[config.mk]
export PLATFORM = sky130hd
export DESIGN_NAME = ex_stage_unit
export DESIGN_NICKNAME = d
export VERILOG_FILES = /design/src/rtl/ex_stage_unit.sv
export SDC_FILE = /design/constraint.sdc
export NUM_CORES = 1
export LEC_CHECK = 0
export CAP_MARGIN = 20
export CORE_ASPECT_RATIO = 1.5
export CORE_MARGIN = 3
export CORE_UTILIZATION = 51
export CTS_CLUSTER_DIAMETER = 50
export DETAILED_ROUTE_END_ITERATION = 7
export HOLD_SLACK_MARGIN = 0.03
export PLACE_DENSITY = 0.8
export REMOVE_ABC_BUFFERS = 1
export SKIP_CTS_REPAIR_TIMING = 1
export SLEW_MARGIN = 20
export SYNTH_ARGS = -nofsm -noshare
export SYNTH_HDL_FRONTEND = slang
export SYNTH_SLANG_ARGS = --single-unit
[constraint.sdc]
create_clock -name clock -period 3.7 [get_ports clock]
set_input_delay 0.74 -clock clock [delete_from_list [all_inputs] [get_ports clock]]
set_output_delay 0.74 -clock clock [all_outputs]
set_load 0.02 [all_outputs]
[src/rtl/ex_stage_unit.sv]
// ex_stage_unit: execute stage of the pipeline.
// Consumes the 58-bit ID/EX bundle, runs the ALU command and registers a 38-bit
// EX/MEM bundle. MUL is an iterative shift-add that holds ex_busy high while it runs.
// Optional feature macro: EX_OVERFLOW_EN (adds ex_overflow and suppresses the
// write-back/mem-write enables of an ADD/SUB that overflows).
module ex_stage_unit #(
    parameter int DATA_W     = 16,
    parameter int MUL_CYCLES = 16
) (
    input  logic        clock,
    input  logic        reset,
    input  logic [57:0] in_word,
    input  logic        in_valid,
    input  logic        flush,
    output logic        ex_busy,
    output logic [37:0] out_word,
    output logic        out_valid
`ifdef EX_OVERFLOW_EN
    ,
    output logic        ex_overflow
`endif
);

    localparam int CNT_W = $clog2(MUL_CYCLES);
    localparam int SH_W  = $clog2(DATA_W);

    localparam logic [3:0] CMD_NOP = 4'h0;
    localparam logic [3:0] CMD_ADD = 4'h1;
    localparam logic [3:0] CMD_SUB = 4'h2;
    localparam logic [3:0] CMD_AND = 4'h3;
    localparam logic [3:0] CMD_OR  = 4'h4;
    localparam logic [3:0] CMD_XOR = 4'h5;
    localparam logic [3:0] CMD_NOR = 4'h6;
    localparam logic [3:0] CMD_SLL = 4'h7;
    localparam logic [3:0] CMD_SRL = 4'h8;
    localparam logic [3:0] CMD_SRA = 4'h9;
    localparam logic [3:0] CMD_MUL = 4'hA;
    localparam logic [3:0] CMD_SLT = 4'hB;

    typedef enum logic {
        S_IDLE,
        S_MUL_RUN
    } state_t;

    // Unpacked ID/EX fields
    logic [3:0]        cmd;
    logic [DATA_W-1:0] src1;
    logic [DATA_W-1:0] src2;
    logic [21:0]       side_in;
    logic [SH_W-1:0]   shamt;

    assign cmd     = in_word[57:54];
    assign src1    = in_word[53:38];
    assign src2    = in_word[37:22];
    assign side_in = in_word[21:0];
    assign shamt   = src2[SH_W-1:0];

    // Architectural state
    state_t            state_q;
    logic [CNT_W-1:0]  cnt_q;
    logic [DATA_W-1:0] mcand_q;
    logic [DATA_W-1:0] mplier_q;
    logic [DATA_W-1:0] prod_q;
    logic [21:0]       side_q;
    logic [37:0]       out_word_q;
    logic              out_valid_q;
`ifdef EX_OVERFLOW_EN
    logic              ovf_q;
`endif

    // Combinational next values
    logic [DATA_W-1:0] alu_res;
    logic [21:0]       side_d;
    logic              ovf_d;
    logic [DATA_W-1:0] prod_d;

    // Single-cycle ALU result plus (optional) overflow detection on ADD/SUB
    always_comb begin
        alu_res = '0;
        ovf_d   = 1'b0;
        side_d  = side_in;
        unique case (cmd)
            CMD_NOP: alu_res = src1;
            CMD_ADD: alu_res = src1 + src2;
            CMD_SUB: alu_res = src1 - src2;
            CMD_AND: alu_res = src1 & src2;
            CMD_OR:  alu_res = src1 | src2;
            CMD_XOR: alu_res = src1 ^ src2;
            CMD_NOR: alu_res = ~(src1 | src2);
            CMD_SLL: alu_res = src1 << shamt;
            CMD_SRL: alu_res = src1 >> shamt;
            CMD_SRA: alu_res = $signed(src1) >>> shamt;
            CMD_SLT: alu_res = {{(DATA_W-1){1'b0}}, ($signed(src1) < $signed(src2))};
            default: alu_res = '0;
        endcase
`ifdef EX_OVERFLOW_EN
        if (cmd == CMD_ADD)
            ovf_d = (src1[DATA_W-1] == src2[DATA_W-1]) && (alu_res[DATA_W-1] != src1[DATA_W-1]);
        else if (cmd == CMD_SUB)
            ovf_d = (src1[DATA_W-1] != src2[DATA_W-1]) && (alu_res[DATA_W-1] != src1[DATA_W-1]);
        if (ovf_d) begin
            side_d[21] = 1'b0;
            side_d[4]  = 1'b0;
        end
`endif
    end

    // One shift-add step: accumulate the shifted multiplicand when the multiplier LSB is set
    always_comb begin
        prod_d = prod_q + (mplier_q[0] ? mcand_q : '0);
    end

    // Control FSM with registered EX/MEM outputs; flush outranks everything but reset
    always_ff @(posedge clock or negedge reset) begin
        if (!reset) begin
            state_q     <= S_IDLE;
            cnt_q       <= '0;
            mcand_q     <= '0;
            mplier_q    <= '0;
            prod_q      <= '0;
            side_q      <= '0;
            out_word_q  <= '0;
            out_valid_q <= 1'b0;
`ifdef EX_OVERFLOW_EN
            ovf_q       <= 1'b0;
`endif
        end else if (flush) begin
            state_q     <= S_IDLE;
            cnt_q       <= '0;
            out_word_q  <= '0;
            out_valid_q <= 1'b0;
`ifdef EX_OVERFLOW_EN
            ovf_q       <= 1'b0;
`endif
        end else begin
`ifdef EX_OVERFLOW_EN
            ovf_q <= 1'b0;
`endif
            unique case (state_q)
                S_IDLE: begin
                    if (in_valid && cmd == CMD_MUL) begin
                        state_q     <= S_MUL_RUN;
                        cnt_q       <= '0;
                        mcand_q     <= src1;
                        mplier_q    <= src2;
                        prod_q      <= '0;
                        side_q      <= side_in;
                        out_word_q  <= '0;
                        out_valid_q <= 1'b0;
                    end else if (in_valid) begin
                        out_word_q  <= {alu_res, side_d};
                        out_valid_q <= 1'b1;
`ifdef EX_OVERFLOW_EN
                        ovf_q       <= ovf_d;
`endif
                    end else begin
                        out_word_q  <= '0;
                        out_valid_q <= 1'b0;
                    end
                end
                S_MUL_RUN: begin
                    prod_q   <= prod_d;
                    mcand_q  <= mcand_q << 1;
                    mplier_q <= mplier_q >> 1;
                    if (cnt_q == CNT_W'(MUL_CYCLES - 1)) begin
                        state_q     <= S_IDLE;
                        cnt_q       <= '0;
                        out_word_q  <= {prod_d, side_q};
                        out_valid_q <= 1'b1;
                    end else begin
                        cnt_q       <= cnt_q + CNT_W'(1);
                        out_word_q  <= '0;
                        out_valid_q <= 1'b0;
                    end
                end
                default: begin
                    state_q     <= S_IDLE;
                    out_word_q  <= '0;
                    out_valid_q <= 1'b0;
                end
            endcase
        end
    end

    assign ex_busy   = (state_q == S_MUL_RUN);
    assign out_word  = out_word_q;
    assign out_valid = out_valid_q;
`ifdef EX_OVERFLOW_EN
    assign ex_overflow = ovf_q;
`endif

endmodule
# After elaboration in Yosys (flattened, before gate mapping)
# Index checks and enable logic that the tools add are counted.
[totals]
latchBits = 0
output_inout_bits = 40
ram_bits = 0
wordCells = 66
rom_bits = 0
inputBits = 62
register_bits = 114
n_memories = 0
[classes]
n_reduce_logical = 4
n_shift = 3
n_eq_ne = 14
n_div = 0
mul = 0
bitwise = 6
addsub = 4
n_mux = 26
magnitude_cmp = 1
[ops]
columns = ["operator", "count"]
rows = [
  ["16-bit case mux with 11 select lines", 1],
  ["38-bit two-way mux", 4],
  ["16-bit case mux with 2 select lines", 3],
  ["38-bit case mux with 2 select lines", 1],
  ["16-bit two-way mux", 4],
  ["16-bit adder", 2],
  ["4-bit equality test, second input constant", 5],
  ["16-bit bitwise AND", 1],
  ["4-bit by 3-bit equality test with 1-bit output, second input constant", 4],
  ["16-bit < comparator", 1],
  ["16-bit NOT", 1],
  ["16-bit bitwise OR", 1],
  ["16-bit by 4-bit << shifter with 16-bit output", 1],
  ["16-bit by 4-bit >> shifter with 16-bit output", 1],
  ["16-bit by 4-bit >>> shifter with 16-bit output", 1],
  ["16-bit subtractor", 1],
  ["16-bit XOR", 1],
  ["4-bit two-way mux", 3],
  ["4-bit by 2-bit equality test with 1-bit output, second input constant", 2],
  ["4-bit case mux with 2 select lines", 1],
  ["1-bit two-way mux", 7],
  ["4-bit by 1-bit adder with 4-bit output, second input constant", 1],
  ["4-bit by 1-bit equality test with 1-bit output, second input constant", 1],
  ["4-bit logical NOT", 1],
  ["other kinds (7)", 9],
]

# Longest topological paths before layout
[depth]
ltp_word = 7
mapped_depth = 13
mapped_depth_nobuf = 12

# Worst setup path before layout
# Ideal clock, no wire load.
[synth_path]
path_kind = "input port to flip-flop"
from = "input port in_word[24]"
to = "register out_word_q[34], in the netlist out_word[34]"
arrival_ps = 3717
setup_ps = 122
path_buffers = 3
slack_ps = -138
required_ps = 3578
cell_stages = 13
cell_sequence = "clkbuf_1 > inv_2 > buf_1 > ha_1 > buf_4 > a21o_1 > a2111o_1 > a21o_1 > a41o_1 > nand2_2 > o22ai_1 > or4b_1 > a32o_1"
[synth_between]
elab_chain_len = 6
[synth_rtl]
columns = ["element", "line", "text"]
rows = [
  ["from (decl)", "12", "input logic [57:0] in_word,"],
  ["16-bit subtractor (tied with other cells)", "85", "CMD_SUB: alu_res = src1 - src2;"],
  ["16-bit case mux with 11 select lines (*)", "82", "unique case (cmd)"],
  ["38-bit two-way mux (*)", "150", "end else if (in_valid) begin"],
  ["38-bit two-way mux (*)", "141", "if (in_valid && cmd == CMD_MUL) begin"],
  ["38-bit case mux with 2 select lines (*)", "139", "unique case (state_q)"],
  ["38-bit two-way mux (*)", "127", "end else if (flush) begin"],
  ["to (signal assigned)", "151", "out_word_q <= {alu_res, side_d};"],
  ["to (signal assigned)", "168", "out_word_q <= {prod_d, side_q};"],
  ["to (decl)", "65", "logic [37:0] out_word_q;"],
]
# Mark *: on every way between the ends. The rest lies on a longest branch, timed or not.
# A chain may end at the register's enable or synchronous reset.

# Final worst setup path
[layout_path]
from = "input port in_word[38]"
to = "register out_word_q[34], in the netlist out_word[34]"
# Same word-level chain as after synthesis.

==> impl_metrics.tcl <==
set metrics [dict create \
    async_flop_share_pct 100 \
    seq_area_frac_synth_pct 30.2 \
    max-slew-margin-rel_pct 48.9 \
    endpoint_kind "register" \
    dpl-instance-area_um2 11300 \
    final-hold-violation-count 0 \
    peakVddDrop_uv 279 \
    seqPwrFrac_pct 34.4 \
    dr.pass1.iters 8 \
    grt_max_degree 58 \
    rows 60 \
    synth.top_cell.area_share_pct 30.2 \
    ctsHtreeMaxLevel 4 \
    grt_pass1_wl_um 51900 \
    place_congestion 1.04 \
    swShare_pct 32.0 \
    ctsRootBufferMaster "clkbuf_16" \
    core_um2 18100 \
    drt_iter0_markers 762 \
    cts_tree "built" \
    wire_per_inst_um 21.4 \
    placed_cells 1500 \
    instances_no_fill 1532 \
    synth-seq-cells 114 \
    cts_buffers 17 \
    clock_latency_ns 0.42 \
    drive_above_1_share_pct 14.6 \
    synthTopCellsByCount "114 x dfrtp_1, 113 x nand2_1, 100 x nor2_1, 73 x o21ai_1, 71 x mux2i_1" \
    tightest_slew_ns 0.767 \
    worstPathArrival_ns 3.90 \
    pwr-share-comb_pct 26.8 \
    ios 102 \
    fin_crit_ns 3.61 \
    synth_cell_types 73 \
    track_usage_pct 32.8 \
    rsz0062_at_grt "no" \
    avgSynthCellArea_um2 8.46 \
    wl_um 32800 \
    drc 0 \
    ys_warn_count 0 \
    dp_slack_ns -0.363 \
    setup_viol 0 \
    num-nets-final 1406 \
    grt_antenna_before_repair 0 \
    path_class "in -> reg" \
    power_switching_uw 1420 \
    fin_skew_ns 0.0118 \
    slew_viol_final 0 \
    dp_hpwl_um 25000 \
    synthCells 1116 \
    clock_sinks 114 \
    clock_path_buffers 2 \
    numPortBuffers 101 \
    internal_power_uw 3010 \
    vias 9484 \
    cp.required_ns 3.99 \
    path_clk_slew_ns 0.07 \
    n_antenna_cell 0 \
    post-route-period-util_pct 97.4 \
    post-synth-top-count-cell "dfrtp_1" \
    fin_area_um2 11900 \
    ant_nets 0 \
    routed_via_density 6.19 \
    die_h_um 173 \
    clkPwrFrac_pct 38.8 \
    initial_core_util_pct 52.2 \
    area_growth_pct 26.3 \
    maxCapViolCount 0 \
    synth_edf_count 0 \
    overflow 0 \
    die_x_um 117 \
    fmax_mhz 277 \
    crit_path_start_kind "primary input" \
    outcome "finished clean" \
    power_density_nw_per_um2 371 \
    synth_area_leader_cell "dfrtp_1" \
    whs_ns 0.364 \
    cp_max_fo 4 \
    p_total_uw 4430 \
    setup_ws_ns 0.0946 \
    grt_pass1_vias 9739 \
    ys.flop_type "dfrtp_1" \
    p_leak_uw 0.00536 \
    fp.dieArea_um2 20200 \
    syn_area_um2 9440 \
    yosys-top-cells-area "dfrtp_1 30%, ha_1 9.3%, mux2i_1 7.5%, nand2_1 4.5%, nor2_1 4.0%" \
    hp-class "in -> async" \
]
stage by stage:
stage               setup TNS (ns)  utilization (%)
floorplan                        0                -
global placement            -0.816             62.5
detailed placement          -0.946             62.5
CTS                              0             65.9
global route                     0             65.9
finish                           0             65.9
critical path, cell delays in order:
cell and delay (ns):
clkdlybuf4s50_1 0.45, ha_1 0.23, fa_2 0.39, a21o_1 0.19, a2111o_1 0.42, a21o_1 0.22, a41o_1 0.32, nand2_2 0.11
o22ai_1 0.06, or4b_1 0.50, a32o_1 0.26
cells in the final DEF, fill, tap and decap left out, types with 6 or more instances in the layout:
cell type / instances
a22o_1: 6
a21o_1: 7
clkdlybuf4s50_1: 99
a211oi_1: 16
mux2i_1: 71
and3_1: 6
clkinv_4: 6
inv_1: 45
mux4_2: 6
a222oi_1: 6
nor4_1: 6
buf_4: 108
nor2_1: 100
nor3_1: 24
dfrtp_1: 113
nand3_1: 15
a31oi_1: 14
mux2_2: 27
o21ai_1: 73
nand2_1: 113
xor2_1: 14
nand2b_1: 15
xnor2_1: 16
o21ai_0: 37
a21oi_1: 54
o211ai_1: 10
a221oi_1: 6
nor2b_1: 14
o22ai_1: 15
a22oi_1: 19
clkbuf_16: 17
ha_1: 70
and2_1: 20
worst paths after layout:
check | startpoint | end | slack [ns] | depth (start not counted)
worst max-delay path | in_word[38] | out_word[34] | 0.09 | 11
worst max register to register | mplier_q[0] | prod_q[15] | 0.39 | 11
worst min-delay path | reset | mplier_q[1] | 0.36 | 1
min in group clock | mplier_q[13] | mplier_q[13] | 0.49 | 2
max in group asynchronous | reset | mcand_q[4] | 2.52 | 2
worst min register to register | mplier_q[13] | mplier_q[13] | 0.49 | 2
layout make-up:
type / instances / area [um^2]
Inverter: 49 / 184
Multi-Input combinational cell: 878 / 6090
Fill cell: 1517 / 6170
Sequential cell: 114 / 2860
Timing Repair Buffer: 211 / 1870
Clock buffer: 18 / 429
Clock inverter: 14 / 181
Tap cell: 248 / 310
cell families after synthesis:
group | share of synthesized area, %
simple gates | 16.8
compound gates | 22.4
buf+inv | 5.24
flops | 30.2
mux | 12.7
fa+ha+maj | 9.92
xor+xnor | 2.78
layer usage:
layer	up-vias	GRT usage (%)	share of wire, %
li1	4365	-	-
met1	4562	37.3	37
met2	433	57.4	52
met3	124	4.48	5.3
met4	0	18.1	6.2
met5	-	0	0
power by group through the flow:
stage / logic [uW] / clock network (uW) / registers, uW
2_1_floorplan: 618 / 0 / 1530
3_3_place_gp: 1140 / 0 / 1530
4_1_cts: 1170 / 1730 / 1520
5_1_grt: 1300 / 1790 / 1540
6_report: 1190 / 1720 / 1520
3_5_place_dp: 1160 / 0 / 1540
registers in the layout, indices dropped and copies added (netlist names):
| register | cells |
|---|---|
| cnt_q | 4 |
| ex_busy | 1 |
| mcand_q | 16 |
| mplier_q | 16 |
| out_valid | 1 |
| out_word | 38 |
| prod_q | 16 |
| side_q | 22 |
No activity file was read; power rests on OpenSTA's default activity.
